### src/rtl/beta_prefetch_fetch_unit_if.sv
`default_nettype none
// ============================================================================
// Module      : beta_prefetch_fetch_unit_if
// Description : imem and IF-stage signal bundle for the prefetch fetch unit.
// Revision    : 1.0 - initial release
// ============================================================================
interface beta_prefetch_fetch_unit_if #(
  parameter int DataWidth = 32,
  parameter int AddrWidth = 32
);
  logic                 if_fu_fetch_en_i;
  logic                 if_fu_flush_i;
  logic [AddrWidth-1:0] if_fu_flush_addr_i;
  logic                 if_fu_instr_req_o;
  logic [AddrWidth-1:0] if_fu_instr_addr_o;
  logic                 if_fu_instr_ready_i;
  logic                 if_fu_instr_valid_i;
  logic [DataWidth-1:0] if_fu_instr_rdata_i;
  logic [DataWidth-1:0] if_fu_instr_o;
  logic [AddrWidth-1:0] if_fu_instr_pc_o;
  logic                 if_fu_new_instr_o;
  logic                 if_fu_instr_ack_i;
  logic                 if_fu_stage_busy_o;

  // The fetch unit itself
  modport master (
    input  if_fu_fetch_en_i, if_fu_flush_i, if_fu_flush_addr_i,
    input  if_fu_instr_ready_i, if_fu_instr_valid_i, if_fu_instr_rdata_i,
    input  if_fu_instr_ack_i,
    output if_fu_instr_req_o, if_fu_instr_addr_o,
    output if_fu_instr_o, if_fu_instr_pc_o, if_fu_new_instr_o, if_fu_stage_busy_o
  );

  // The surrounding imem / IF-stage environment
  modport slave (
    output if_fu_fetch_en_i, if_fu_flush_i, if_fu_flush_addr_i,
    output if_fu_instr_ready_i, if_fu_instr_valid_i, if_fu_instr_rdata_i,
    output if_fu_instr_ack_i,
    input  if_fu_instr_req_o, if_fu_instr_addr_o,
    input  if_fu_instr_o, if_fu_instr_pc_o, if_fu_new_instr_o, if_fu_stage_busy_o
  );
endinterface
`default_nettype wire

### src/rtl/beta_prefetch_fetch_unit.sv
`default_nettype none
// ============================================================================
// Module      : beta_prefetch_fetch_unit
// Description : Pipelined sequential fetch with credit-limited prefetch FIFO.
// Revision    : 1.0 - initial release
// ============================================================================
module beta_prefetch_fetch_unit #(
  parameter int                   DataWidth      = 32,
  parameter int                   AddrWidth      = 32,
  parameter int                   FifoDepth      = 4,
  parameter int                   MaxOutstanding = 2,
  parameter logic [AddrWidth-1:0] BootAddr       = '0
) (
  input  logic                        clk_i,
  input  logic                        rstn_i,
  beta_prefetch_fetch_unit_if.master  bus
);

  localparam int c_step  = DataWidth / 8;
  localparam int c_ptr_w = (FifoDepth > 1) ? $clog2(FifoDepth) : 1;
  localparam int c_cnt_w = $clog2(FifoDepth + 1);
  localparam int c_out_w = $clog2(MaxOutstanding + 1);
  localparam int c_sum_w = c_cnt_w + 1;
  localparam logic [DataWidth-1:0] c_nop = DataWidth'(32'h0000_0013);

  typedef enum logic [1:0] {
    ST_IDLE  = 2'd0,
    ST_FETCH = 2'd1,
    ST_DRAIN = 2'd2
  } state_t;

  state_t               r_state, w_state_next;
  logic [AddrWidth-1:0] r_addr;
  logic [c_out_w-1:0]   r_outstanding;
  logic [c_out_w-1:0]   w_out_next;
  logic [c_cnt_w-1:0]   r_count;
  logic [c_ptr_w-1:0]   r_wr_ptr, r_rd_ptr;
  logic [DataWidth-1:0] r_fifo_data [FifoDepth];
  logic [AddrWidth-1:0] r_fifo_pc   [FifoDepth];

  logic                 w_req, w_grant, w_resp, w_push, w_pop, w_empty;
  logic [c_sum_w-1:0]   w_inflight;
  logic [AddrWidth-1:0] w_resp_pc;

  // Credits cover both buffered and in-flight words, so a push never finds the FIFO full.
  assign w_inflight = c_sum_w'(r_count) + c_sum_w'(r_outstanding);
  assign w_req      = (r_state == ST_FETCH)
                   && (r_outstanding < c_out_w'(MaxOutstanding))
                   && (w_inflight < c_sum_w'(FifoDepth));
  assign w_grant    = w_req & bus.if_fu_instr_ready_i;
  assign w_resp     = bus.if_fu_instr_valid_i & (r_outstanding != '0);
  assign w_out_next = r_outstanding + c_out_w'(w_grant) - c_out_w'(w_resp);
  assign w_empty    = (r_count == '0);
  assign w_pop      = bus.if_fu_instr_ack_i & ~w_empty;
  assign w_push     = w_resp & ~bus.if_fu_flush_i & (r_state != ST_DRAIN);

  // Requests of one run are contiguous, so the oldest in-flight pc trails r_addr.
  assign w_resp_pc  = r_addr - AddrWidth'(r_outstanding) * AddrWidth'(c_step);

  always_comb begin
    w_state_next = r_state;
    if (bus.if_fu_flush_i) begin
      if (w_out_next != '0)          w_state_next = ST_DRAIN;
      else if (bus.if_fu_fetch_en_i) w_state_next = ST_FETCH;
      else                           w_state_next = ST_IDLE;
    end else begin
      case (r_state)
        ST_IDLE:  if (bus.if_fu_fetch_en_i) w_state_next = ST_FETCH;
        ST_FETCH: if (!bus.if_fu_fetch_en_i && !(w_req && !bus.if_fu_instr_ready_i))
                    w_state_next = ST_IDLE;
        ST_DRAIN: if (w_out_next == '0)
                    w_state_next = bus.if_fu_fetch_en_i ? ST_FETCH : ST_IDLE;
        default:  w_state_next = ST_IDLE;
      endcase
    end
  end

  always_ff @(posedge clk_i or negedge rstn_i) begin
    if (!rstn_i) begin
      r_state       <= ST_IDLE;
      r_addr        <= BootAddr;
      r_outstanding <= '0;
      r_count       <= '0;
      r_wr_ptr      <= '0;
      r_rd_ptr      <= '0;
    end else begin
      r_state       <= w_state_next;
      r_outstanding <= w_out_next;
      if (bus.if_fu_flush_i)
        r_addr <= bus.if_fu_flush_addr_i;
      else if (w_grant)
        r_addr <= r_addr + AddrWidth'(c_step);
      if (bus.if_fu_flush_i) begin
        r_count  <= '0;
        r_wr_ptr <= '0;
        r_rd_ptr <= '0;
      end else begin
        if (w_push) r_wr_ptr <= r_wr_ptr + 1'b1;
        if (w_pop)  r_rd_ptr <= r_rd_ptr + 1'b1;
        r_count <= r_count + c_cnt_w'(w_push) - c_cnt_w'(w_pop);
      end
    end
  end

  always_ff @(posedge clk_i) begin
    if (w_push) begin
      r_fifo_data[r_wr_ptr] <= bus.if_fu_instr_rdata_i;
      r_fifo_pc[r_wr_ptr]   <= w_resp_pc;
    end
  end

  assign bus.if_fu_instr_req_o  = w_req;
  assign bus.if_fu_instr_addr_o = r_addr;
  assign bus.if_fu_new_instr_o  = ~w_empty;
  assign bus.if_fu_instr_o      = w_empty ? c_nop : r_fifo_data[r_rd_ptr];
  assign bus.if_fu_instr_pc_o   = w_empty ? '0    : r_fifo_pc[r_rd_ptr];
  assign bus.if_fu_stage_busy_o = (r_outstanding != '0) || (r_state == ST_DRAIN);

  a_no_orphan_response: assert property (
    @(posedge clk_i) disable iff (!rstn_i)
    bus.if_fu_instr_valid_i |-> (r_outstanding != '0)
  );

endmodule
`default_nettype wire

### src/flat_wrapper.sv
// flat-port wrapper written by rule: the top's interface ports become plain ports
module beta_prefetch_fetch_unit_flat 
#(
  parameter int                   DataWidth      = 32,
  parameter int                   AddrWidth      = 32,
  parameter int                   FifoDepth      = 4,
  parameter int                   MaxOutstanding = 2,
  parameter logic [AddrWidth-1:0] BootAddr       = '0
)
  (clk_i, rstn_i, bus_if_fu_fetch_en_i, bus_if_fu_flush_i, bus_if_fu_flush_addr_i, bus_if_fu_instr_ready_i, bus_if_fu_instr_valid_i, bus_if_fu_instr_rdata_i, bus_if_fu_instr_ack_i, bus_if_fu_instr_req_o, bus_if_fu_instr_addr_o, bus_if_fu_instr_o, bus_if_fu_instr_pc_o, bus_if_fu_new_instr_o, bus_if_fu_stage_busy_o);
  beta_prefetch_fetch_unit_if #(.DataWidth(DataWidth), .AddrWidth(AddrWidth)) bus_i ();
  input  logic clk_i;
  input  logic rstn_i;
  input wire logic [$bits(bus_i.if_fu_fetch_en_i)-1:0] bus_if_fu_fetch_en_i;
  input wire logic [$bits(bus_i.if_fu_flush_i)-1:0] bus_if_fu_flush_i;
  input wire logic [$bits(bus_i.if_fu_flush_addr_i)-1:0] bus_if_fu_flush_addr_i;
  input wire logic [$bits(bus_i.if_fu_instr_ready_i)-1:0] bus_if_fu_instr_ready_i;
  input wire logic [$bits(bus_i.if_fu_instr_valid_i)-1:0] bus_if_fu_instr_valid_i;
  input wire logic [$bits(bus_i.if_fu_instr_rdata_i)-1:0] bus_if_fu_instr_rdata_i;
  input wire logic [$bits(bus_i.if_fu_instr_ack_i)-1:0] bus_if_fu_instr_ack_i;
  output wire logic [$bits(bus_i.if_fu_instr_req_o)-1:0] bus_if_fu_instr_req_o;
  output wire logic [$bits(bus_i.if_fu_instr_addr_o)-1:0] bus_if_fu_instr_addr_o;
  output wire logic [$bits(bus_i.if_fu_instr_o)-1:0] bus_if_fu_instr_o;
  output wire logic [$bits(bus_i.if_fu_instr_pc_o)-1:0] bus_if_fu_instr_pc_o;
  output wire logic [$bits(bus_i.if_fu_new_instr_o)-1:0] bus_if_fu_new_instr_o;
  output wire logic [$bits(bus_i.if_fu_stage_busy_o)-1:0] bus_if_fu_stage_busy_o;
  assign bus_i.if_fu_fetch_en_i = bus_if_fu_fetch_en_i;
  assign bus_i.if_fu_flush_i = bus_if_fu_flush_i;
  assign bus_i.if_fu_flush_addr_i = bus_if_fu_flush_addr_i;
  assign bus_i.if_fu_instr_ready_i = bus_if_fu_instr_ready_i;
  assign bus_i.if_fu_instr_valid_i = bus_if_fu_instr_valid_i;
  assign bus_i.if_fu_instr_rdata_i = bus_if_fu_instr_rdata_i;
  assign bus_i.if_fu_instr_ack_i = bus_if_fu_instr_ack_i;
  assign bus_if_fu_instr_req_o = bus_i.if_fu_instr_req_o;
  assign bus_if_fu_instr_addr_o = bus_i.if_fu_instr_addr_o;
  assign bus_if_fu_instr_o = bus_i.if_fu_instr_o;
  assign bus_if_fu_instr_pc_o = bus_i.if_fu_instr_pc_o;
  assign bus_if_fu_new_instr_o = bus_i.if_fu_new_instr_o;
  assign bus_if_fu_stage_busy_o = bus_i.if_fu_stage_busy_o;
  beta_prefetch_fetch_unit #(.DataWidth(DataWidth), .AddrWidth(AddrWidth), .FifoDepth(FifoDepth), .MaxOutstanding(MaxOutstanding), .BootAddr(BootAddr)) u_core (.clk_i(clk_i), .rstn_i(rstn_i), .bus(bus_i));
endmodule
### config.mk
export PLATFORM = sky130hd
export DESIGN_NAME = beta_prefetch_fetch_unit_flat
export DESIGN_NICKNAME = d
export VERILOG_FILES = /design/src/rtl/beta_prefetch_fetch_unit_if.sv /design/src/rtl/beta_prefetch_fetch_unit.sv /design/src/flat_wrapper.sv
export SDC_FILE = /design/constraint.sdc
export NUM_CORES = 1
export LEC_CHECK = 0
export CAP_MARGIN = 20
export CORE_MARGIN = 3
export CORE_UTILIZATION = 40
export DETAILED_ROUTE_END_ITERATION = 10
export GPL_TIMING_DRIVEN = 0
export PLACE_DENSITY = 0.61
export REMOVE_ABC_BUFFERS = 1
export SETUP_SLACK_MARGIN = 0.4
export SLEW_MARGIN = 10
export SYNTH_ARGS = -nofsm -noshare
export SYNTH_HDL_FRONTEND = slang
export SYNTH_SLANG_ARGS = --single-unit
### constraint.sdc
create_clock -name clk_i -period 4.3 [get_ports clk_i]
set_input_delay 0.645 -clock clk_i [delete_from_list [all_inputs] [get_ports clk_i]]
set_output_delay 0.645 -clock clk_i [all_outputs]
set_load 0.05 [all_outputs]
# == Word level (Yosys, flattened, before mapping) ==
# Memory sizes are Yosys's and may differ from the RTL's.
# Index checks and enable logic that the tools add are counted.
# totals
ff_bits,43
ram_bits,256
in_bits,71
output_inout_bits,99
wordCells,67
mem_count,2
# mem_list
name,words,width,read_ports,rd_ports_with_merged_regs,wr,line_no,rtl
u_core.r_fifo_data,4,32,1,0,1,beta_prefetch_fetch_unit.sv:38,logic [DataWidth-1:0] r_fifo_data [FifoDepth];
u_core.r_fifo_pc,4,32,1,0,1,beta_prefetch_fetch_unit.sv:39,logic [AddrWidth-1:0] r_fifo_pc [FifoDepth];
# op_classes
add_sub_neg,9
n_lt_le_gt_ge,2
n_eq_ne,6
mux,18
n_bitwise,7
reduce_logical,17
# op_table
op,count
2-to-1 mux 32 bit,4
adder 32 x 3 -> 32 bit (second input constant),1
subtractor 32 x 4 -> 32 bit,1
2-to-1 mux 2 bit,9
nonzero test 2 bit,5
inequality test 3 bit (second input constant),2
case mux 2 bit (3 select lines),1
bitwise AND 1 bit,5
adder 2 x 1 -> 2 bit (second input constant),2
adder 3 x 2 -> 4 bit,1
logical AND 1 bit,4
zero test 2 bit,2
< comparator 4 x 3 -> 1 bit (second input constant),1
adder 3 x 1 -> 3 bit,1
zero test 1 bit,3
zero test 3 bit,1
2-to-1 mux 1 bit,3
2-to-1 mux 3 bit,1
inequality test 3 x 2 -> 1 bit (second input constant),1
AND reduction 3 bit,1
subtractor 3 x 1 -> 3 bit,1
adder 2 x 1 -> 2 bit,1
== test 2 x 1 -> 1 bit (second input constant),1
== test 2 bit (second input constant),1
5 further kinds,6

# == Depth between registers and ports, before layout ==
# Gate-level depths: netlist of run 1.
# depth
depth_word,10
depth_mapped,12
ltp_nobuf,11

# == Least setup slack after synthesis of run 1 ==
# No wires, ideal clock.
# synth_path
path_kind,input to register
start,input port bus_if_fu_flush_i
end,memory u_core.r_fifo_data[0][0] (enable)
setup_time_ns,0.429
arrival_ns,2.913
slack_ns,0.958
stages,4
path_buffers,2
path_cell_list,clkbuf_1 clkbuf_1 nor3_1 and2_1
# synth_between
elab_chain_cells,5
# synth_lines
item,line_no,rtl
"start, declared",flat_wrapper.sv:15,input wire logic [$bits(bus_i.if_fu_flush_i)-1:0] bus_if_fu_flush_i;
NOT 1 bit,beta_prefetch_fetch_unit.sv:55,assign w_push = w_resp & ~bus.if_fu_flush_i & (r_state != ST_DRAIN);
bitwise AND 1 bit (2 in series),beta_prefetch_fetch_unit.sv:55,
2-to-1 mux 1 bit,beta_prefetch_fetch_unit.sv:106,if (w_push) begin
2-to-1 mux 1 bit (not written as such),beta_prefetch_fetch_unit.sv:107,r_fifo_data[r_wr_ptr] <= bus.if_fu_instr_rdata_i;
"end, declared",beta_prefetch_fetch_unit.sv:38,
# No other way between the ends.

# == Final worst setup path of run 1 ==
# layout_path
start,register u_core.r_rd_ptr[0]
end,output port bus_if_fu_instr_pc_o[30]
# layout_between
elab_chain_cells,2
# layout_lines
item,line_no,rtl
"start, declared",beta_prefetch_fetch_unit.sv:37,"logic [c_ptr_w-1:0] r_wr_ptr, r_rd_ptr;"
"start signal, assigned",beta_prefetch_fetch_unit.sv:99,if (w_pop) r_rd_ptr <= r_rd_ptr + 1'b1;
memory (4 x 32 bit),n/a,
2-to-1 mux 32 bit,beta_prefetch_fetch_unit.sv:116,assign bus.if_fu_instr_pc_o = w_empty ? '0 : r_fifo_pc[r_rd_ptr];
"end, declared",flat_wrapper.sv:24,output wire logic [$bits(bus_i.if_fu_instr_pc_o)-1:0] bus_if_fu_instr_pc_o;
# No other way between the ends.

==> results of run 1 <==
## area by class of cell
type                            instances  area (um^2)
Inverter                               22         85.1
Timing Repair Buffer                  181         1960
Multi-Input combinational cell        448         3970
Fill cell                            2687        15500
Sequential cell                       299         8770
Clock buffer                           44          962
Tap cell                              435          544
Clock inverter                         16          129
## per-layer routing
layer  vias up  track usage [%]  part of all wire [%]
li1       3550                -                     -
met1      3927             24.2                    46
met2       227             27.1                    47
met3        49             3.55                   5.0
met4         0             4.42                   2.0
met5         -                0                     0
## repair_timing
item / CTS / global route
buffers inserted: 1 / 0
gates resized for setup: 1 / 1
setup endpoints to repair: 62 / 38
hold buffers: 0 / 0
## through the flow
| stage | setup WS [ns] | hold slack (ns) |
|---|---|---|
| floorplan | 0.000584 | 0.349 |
| global route | 0.445 | 0.223 |
| finish | 0.611 | 0.201 |
| global placement | -1.95 | 0.487 |
| detailed placement | 0.567 | 0.496 |
| CTS | 0.435 | 0.202 |
## cells in the final DEF (no fill, tap or decap), types with 9 or more instances in the layout
cell type / count
or4_1: 24
edfxtp_1: 256
nor4_1: 14
a31oi_1: 19
clkbuf_16: 37
clkdlybuf4s50_1: 167
nor2_1: 35
or3_1: 12
and2_1: 65
nand3_1: 21
nor2b_1: 9
o31ai_1: 15
xnor2_1: 11
nand2_1: 19
inv_1: 21
ha_1: 12
mux4_2: 64
dfrtp_1: 41
nor3_1: 16
nand4_1: 16
xor2_1: 25
o21ai_0: 15
## cell families (layout without fill, tap and decap cells)
kind of cell | after synthesis | in the layout | share of synthesized area (%)
xor+xnor | 36 | 36 | 2.41
buf+inv | 85 | 263 | 2.62
compound gates | 71 | 71 | 3.63
simple gates | 259 | 259 | 11.4
flops | 299 | 299 | 67.1
fa+ha+maj | 14 | 14 | 1.46
mux | 68 | 68 | 11.4
## path summary, 6_finish.rpt
path	end	slack (ns)	cells past startpoint
max in group asynchronous	u_core.bus.if_fu_instr_addr_o[11]	3.55	2
min in group clk_i	u_core.r_state[0]	0.50	1
max reg2reg	u_core.r_state[0]	0.81	9
min	u_core.bus.if_fu_instr_addr_o[19]	0.20	1
min reg2reg	u_core.r_state[0]	0.50	1
max	bus_if_fu_instr_pc_o[30]	0.61	4
## sequential cells by signal, summed over array words and instances (netlist names)
signal and count:
u_core.r_state 2, u_core.r_outstanding 2, u_core.r_wr_ptr 2, u_core.bus.if_fu_instr_addr_o 32, u_core.r_rd_ptr 2, u_core.r_count 3
u_core.r_fifo_pc 128, u_core.r_fifo_data 128
## critical path: stages (launching register included)
cell             delay (ns)
dfrtp_4                0.67
buf_16                 0.32
mux4_2                 0.55
and2_1                 0.17
clkdlybuf4s50_1        0.77
## where the power goes
| group | internal (mW) | switching [mW] | total (mW) | leakage [nW] |
|---|---|---|---|---|
| sequential | 3.44 | 0.212 | 3.65 | 2.79 |
| combinational | 1.51 | 2.45 | 3.96 | 2.03 |
| clock | 1.69 | 1.11 | 2.80 | 0.526 |
==> results.md, run 1 <==
- Root buffer cell: clkbuf_16
- Minimum clock period: roughly 3.7 ns
- Max Buffers Root-to-Sink: 3
- IO Pins: 170
- Maximum vdd drop: around 0.00027 V
- Die footprint: 34900 um^2
- Status: finished, final reports clean
- Lkg Pwr: 5.35 nW
- Wire per inst: 20.5 um
- Setup TNS: 0 ns
- Synth Instances: between 800 and 900
- Worst-margin pin slew: 0.722 ns
- Tot Pwr: 10.4 mW
- Clock tree sinks: about 300
- CP Data Arrival Time: 3.04 ns
- Post-synthesis cell type count: 51
- Yosys Warn Count: 0
- Clock Latency Late Sink: about 0.50 ns
- Synth cell count leaders: edfxtp_1 (256), and2_1 (69), mux4_2 (64)
- Ys flop type: edfxtp_1
- CTS tree: done
- Startpoint types: flip-flop
- GP Congestion: 0.780
- Initial antenna violation count: 0
- Worst-path maximum fanout: 37
- DRC Markers: 0
- Crit. Startpoint: u_core.r_rd_ptr[0]
- Die H: approximately 190 um
- FMAX: 271 MHz
- Port buffer count: approximately 170
- Global-route wire length before repair: 46800 um
- Core area: 31900 um^2
- N_diodes: 0
- Type of the worst min-delay path: in2async
- EDFF count, synth: 256
- 1st-pass router iterations: 7
- GRT Residual Overflow: 0
- Routed wire length: 29700 um
- Vias post-DR: 7753
- CP Capture Type: primary output
- Vias in the first global route: 8060
- Die width: 187 um
- RR Startpoint: u_core.r_outstanding[1]
- Final Util: 51.5%
- Synthesized area: 13100 um^2
- Share of layout cells above drive strength 1: between 10% and 20%
- Final period util: 85.8%
- Yosys top cell by area: edfxtp_1
- Post-synthesis sequential area ratio: between 60% and 70%
- Largest net degree at the start of global routing: between 40 and 50
- Final hold viol count: 0
- Site row count: 65
- Placed cell count: 1383
- Max Cap Viol: 0
- Fin area: ~16000 um^2
- RSZ-0062 raised after global routing: false
- Finished Layout Cells: ~1400
- FF+latch count, synth: 299
- CP Class: reg2out
- Layout overhead on the synthesized area: 25.7%
- Synth area leaders: edfxtp_1 (59%), mux4_2 (11%), dfrtp_1 (8.2%)
- Async SR Flop Fraction: 14.4%
- Synth top area share: between 50% and 60%
- Remaining antenna violation count after routing: 0
- Layout Nets: between 1000 and 1500
- Cell with the most instances after synthesis: edfxtp_1
- Clock transition at path regs: approximately 0.06 ns
- PD cells: 634 nW/um^2
- # setup viols final: 0
- Hpwl dp: 18800 um
- Slew HR: 51.9%
- Via/cell ratio: 5.37
- Syn Area/Cell: 15.7 um^2
- Initial Util: 41.0%
- TritonCTS Buffers: 34
- Max H-tree Level: 2
- Initial DRC count: about 460
- Max Slew Vio Count: 0
- GRT Util Overall: 17.1%
- Fin Clk Skew: 0.0116 ns
- Area after DPL: 15300 um^2
- Required @ worst endpoint: 3.65 ns
No activity file was read; power rests on OpenSTA's default activity.
==> run 2, diff against run 1 <==
Settings changed: CAP_MARGIN 20 to 40.
==> results.md, run 2 (synthesis results as in run 1) <==
- Max Cap Viol: 0
- GP Congestion: 0.780
- R2R cell count: 9
- Clock transition at path regs: 0.06 ns
- Root buffer cell: clkbuf_16
- TritonCTS Buffers: 34
- RSZ-0062 raised after global routing: false
- Port buffer count: approximately 170
- 1st-pass router iterations: 5
- # setup viols final: 0
- Layout overhead on the synthesized area: 25.9%
- Cts repair resizes: 0
- Max Slew Vio Count: 0
- Fill cells: 2690
- Worst-path maximum fanout: 37
- CTS tree: done
- CP Class: reg2out
- Final period util: 85.7%
- Fin Clk Skew: 0.0169 ns
- Share of layout cells above drive strength 1: ~14%
- Status: finished, final reports clean
- Final hold viol count: 0
- Slowest Stage Delay on Critical Path: 0.77 ns
- Largest net degree at the start of global routing: just under 50
- Initial antenna violation count: 0
- Max H-tree Level: 2
- Worst path cell trace: buf_16 > mux4_2 > and2_1 > clkdlybuf4s50_1
- Total stage count of the critical path: 4
- Global-route wire length before repair: 46600 um
- Crit path max-delay family: buffers and inverters
- Post-place setup slack: 0.841 ns
- Clock Latency Late Sink: just over 0.5 ns
- N_diodes: 0
- Slew HR: 52.2%
- Post-CTS setup buffer count: 1
- CP Data Arrival Time: 3.04 ns
- Die H: 187 um
- Layout Nets: 1072
- CP Capture Type: primary output
- Crit-path slowest cell: clkdlybuf4s50_1
- Lkg Pwr: 5.37 nW
- Site row count: 65
- Type of the worst min-delay path: in2async
- Leading cell types in the layout, fill and taps excluded: edfxtp_1 (256), clkdlybuf4s50_1 (167), and2_1 (65)
- Final setup margin: 0.615 ns
- Initial Util: ~41%
- Initial DRC count: 527
- Startpoint types: flip-flop
- Clock tree sinks: between 200 and 300
- DRC Markers: 0
- PD cells: 635 nW/um^2
- Required @ worst endpoint: 3.65 ns
- Tot Pwr: 10.4 mW
- Hpwl dp: between 15000 and 20000 um
- Minimum clock period: approximately 3.7 ns
- Via/cell ratio: 5.30
- WHS: 0.194 ns
- Vias in the first global route: 7943
- Die width: between 150 and 200 um
- Remaining antenna violation count after routing: 0
- FMAX: 271 MHz
- Die footprint: 34900 um^2
- Worst-margin pin slew: 0.717 ns
- IO Pins: 170
- Core area: around 32000 um^2
- Buf/Inv on CP: 2
- Maximum vdd drop: between 0.0002 and 0.0003 V
- Routed wire length: ~29000 um
- Max Buffers Root-to-Sink: 3
- Commonest non-fill, non-tap cell in the layout: edfxtp_1
- Wire per inst: 20.4 um
- GRT Util Overall: 17.0%
- CTS Hold Buffers Added: 0
- GRT Residual Overflow: 0
- Vias post-DR: 7666
-- run 2: final cells by class --
| cell class | instances | area (um^2) | share of cell area [%] |
|---|---|---|---|
| inverter | 22 | 83.8 | 0.510 |
| sequential | 299 | 8770 | 53.3 |
| timing repair buffer | 182 | 1970 | 12.0 |
| multi-input combinational | 448 | 3970 | 24.1 |
| clock buffer | 45 | 956 | 5.81 |
| clock inverter | 16 | 160 | 0.973 |
| tap | 435 | 544 | 3.31 |
-- run 2: worst paths after layout --
path,end,startpoint,slack (ns)
max in group asynchronous,u_core.bus.if_fu_instr_addr_o[12],rstn_i,3.55
worst max register to register,u_core.r_state[0],u_core.r_outstanding[1],0.82
min in group clk_i,u_core.r_state[0],u_core.r_state[1],0.50
worst max-delay path,bus_if_fu_instr_pc_o[30],u_core.r_rd_ptr[0],0.61
worst min register to register,u_core.r_state[0],u_core.r_state[1],0.50
worst min-delay path,u_core.bus.if_fu_instr_addr_o[20],rstn_i,0.19
-- run 2: per-stage QoR --
stage / TNS, ns / util (%) / instance area, um^2 / cells
CTS: 0 / 51.6 / 16500 / 1447
global placement: -593.40 / 47.2 / 15000 / 1373
finish: 0 / 51.6 / 16500 / 1447
floorplan: 0 / - / 12800 / 769
global route: 0 / 51.6 / 16500 / 1447
detailed placement: 0 / 48.0 / 15300 / 1385
-- run 2: routing by layer --
layer	track usage, %	routed length (um)
met5	0	0
met4	3.95	517
met3	3.27	1480
met2	27.3	14000
met1	24.1	13500
-- run 2: power by group --
part / switching (mW) / total [mW] / internal (mW)
Clock: 1.10 / 2.85 / 1.75
Sequential: 0.211 / 3.65 / 3.44
Combinational: 2.44 / 3.95 / 1.51
Total: 3.75 / 10.4 / 6.69
==> run 3, diff against run 2 <==
Clock period 4.3 ns to 3.4 ns, I/O delays scaled along.
==> results.md, run 3 (synthesis results as in run 1) <==
- Status: finished, final reports clean
- CTS Hold Buffers Added: 0
- Minimum clock period: between 2 and 3 ns
- CP Data Arrival Time: between 2 and 2.5 ns
- Vias in the first global route: between 8000 and 9000
- Clock transition at path regs: 0.06 ns
- Commonest non-fill, non-tap cell in the layout: edfxtp_1
- Placed cell count: ~1400
- Maximum vdd drop: 0.000367 V
- CTS tree: done
- Startpoint types: flip-flop
- GP Congestion: 0.780
- Finished Layout Cells: 1456
- Die footprint: 34900 um^2
- Clock tree sinks: 299
- GRT Util Overall: 17.4%
- RSZ-0062 raised after global routing: true
- Required @ worst endpoint: 2.89 ns
- Slew HR: 51.2%
- Die width: 187 um
- Root buffer cell: clkbuf_16
- FMAX: 337 MHz
- DRC Markers: 0
- GRT Residual Overflow: 0
- Leading cell types in the layout, fill and taps excluded: edfxtp_1 (256), clkdlybuf4s50_1 (101), and2_1 (65)
- Final hold viol count: 0
- Initial DRC count: 575
- Initial Util: 41.0%
- Final setup margin: 0.435 ns
- Layout Nets: around 1100
- N_diodes: 0
- CP Capture Type: primary output
- Worst-margin pin slew: 0.733 ns
- 1st-pass router iterations: 4
- Max H-tree Level: 2
- Port buffer count: about 170
- Routed wire length: ~30000 um
- Initial antenna violation count: 0
- CP Class: reg2out
- Hpwl dp: 18800 um
- Max Slew Vio Count: 0
- Wire per inst: about 21 um
- Worst-path maximum fanout: 37
- Fill cells: 2699
- Tot Pwr: 13.0 mW
- TritonCTS Buffers: 34
- Vias post-DR: roughly 7800
- Max Buffers Root-to-Sink: 3
- Remaining antenna violation count after routing: 0
- Die H: roughly 190 um
- Final period util: just under 90%
- Post-place setup slack: -0.0591 ns
- Lkg Pwr: 5.58 nW
- Global-route wire length before repair: 47600 um
- Site row count: 65
- Via/cell ratio: 5.35
- Largest net degree at the start of global routing: 49
- Fin Clk Skew: 0.0145 ns
- Max Cap Viol: 0
- Type of the worst min-delay path: in2async
- Setup TNS: 0 ns
- Share of layout cells above drive strength 1: 16.4%
- IO Pins: 170
- PD cells: 789 nW/um^2
- Clock Latency Late Sink: 0.50 ns
- Core area: 31900 um^2
- Layout overhead on the synthesized area: 25.9%
- Reg2Reg Setup Slack: between 0.4 and 0.5 ns
- # setup viols final: 0
[run 3: per-stage QoR]
| step | hold slack, ns | util [%] | area [um^2] |
|---|---|---|---|
| 5_1_grt | 0.0891 | 51.6 | 16400 |
| 3_3_place_gp | 0.487 | 47.2 | 15000 |
| 2_1_floorplan | 0.214 | - | 12800 |
| 6_report | 0.0660 | 51.6 | 16400 |
| 4_1_cts | 0.0625 | 51.6 | 16500 |
| 3_5_place_dp | 0.496 | 48.0 | 15300 |
[run 3: cell type report]
cell class              instances  area, um^2  share of cell area, %
clock buffers                  45         956                   5.81
clock inverters                16         160                  0.974
inverters                      22        93.8                  0.571
multi-input cells             450        3980                   24.2
flip-flops and latches        299        8770                   53.4
well taps                     435         544                   3.31
repair buffers                189        1930                   11.7
[run 3: worst paths after layout]
path,end,depth (start not counted),from
setup / recovery,bus_if_fu_instr_pc_o[31],4,u_core.r_rd_ptr[0]
min in group clk_i,u_core.bus.if_fu_instr_addr_o[1],2,bus_if_fu_flush_i
max in group asynchronous,u_core.bus.if_fu_instr_addr_o[12],2,rstn_i
hold / removal,u_core.bus.if_fu_instr_addr_o[20],1,rstn_i
hold reg to reg,u_core.r_state[0],1,u_core.r_state[1]
setup reg to reg,u_core.bus.if_fu_instr_addr_o[8],5,u_core.r_outstanding[1]
[run 3: where the power goes]
group	internal (mW)	switching, mW
Clock	2.21	1.40
Sequential	4.35	0.223
Combinational	1.63	3.17
Total	8.19	4.79
[run 3: worst max-delay path, stage by stage, from the launching register on]
cell	delay, ns
dfrtp_4	0.46
buf_16	0.28
mux4_2	0.53
and2_1	0.18
dlygate4sd2_1	0.45
[run 3: layer usage]
layer / wire [um] / part of all wire (%) / track usage, % / vias up
met4: 551 / 1.8 / 4.22 / 0
met5: 0 / 0 / 0 / -
li1: - / - / - / 3585
met3: 1560 / 5.1 / 3.33 / 44
met2: 14500 / 48 / 28.0 / 229
met1: 13700 / 45 / 24.6 / 3926
[run 3: what timing repair did]
action                     4_1_cts  5_1_grt
cloned                           2        0
setup endpoints to repair       70       60
buffers inserted                 7        1
resized for setup               74       19
pin swaps                        1        0
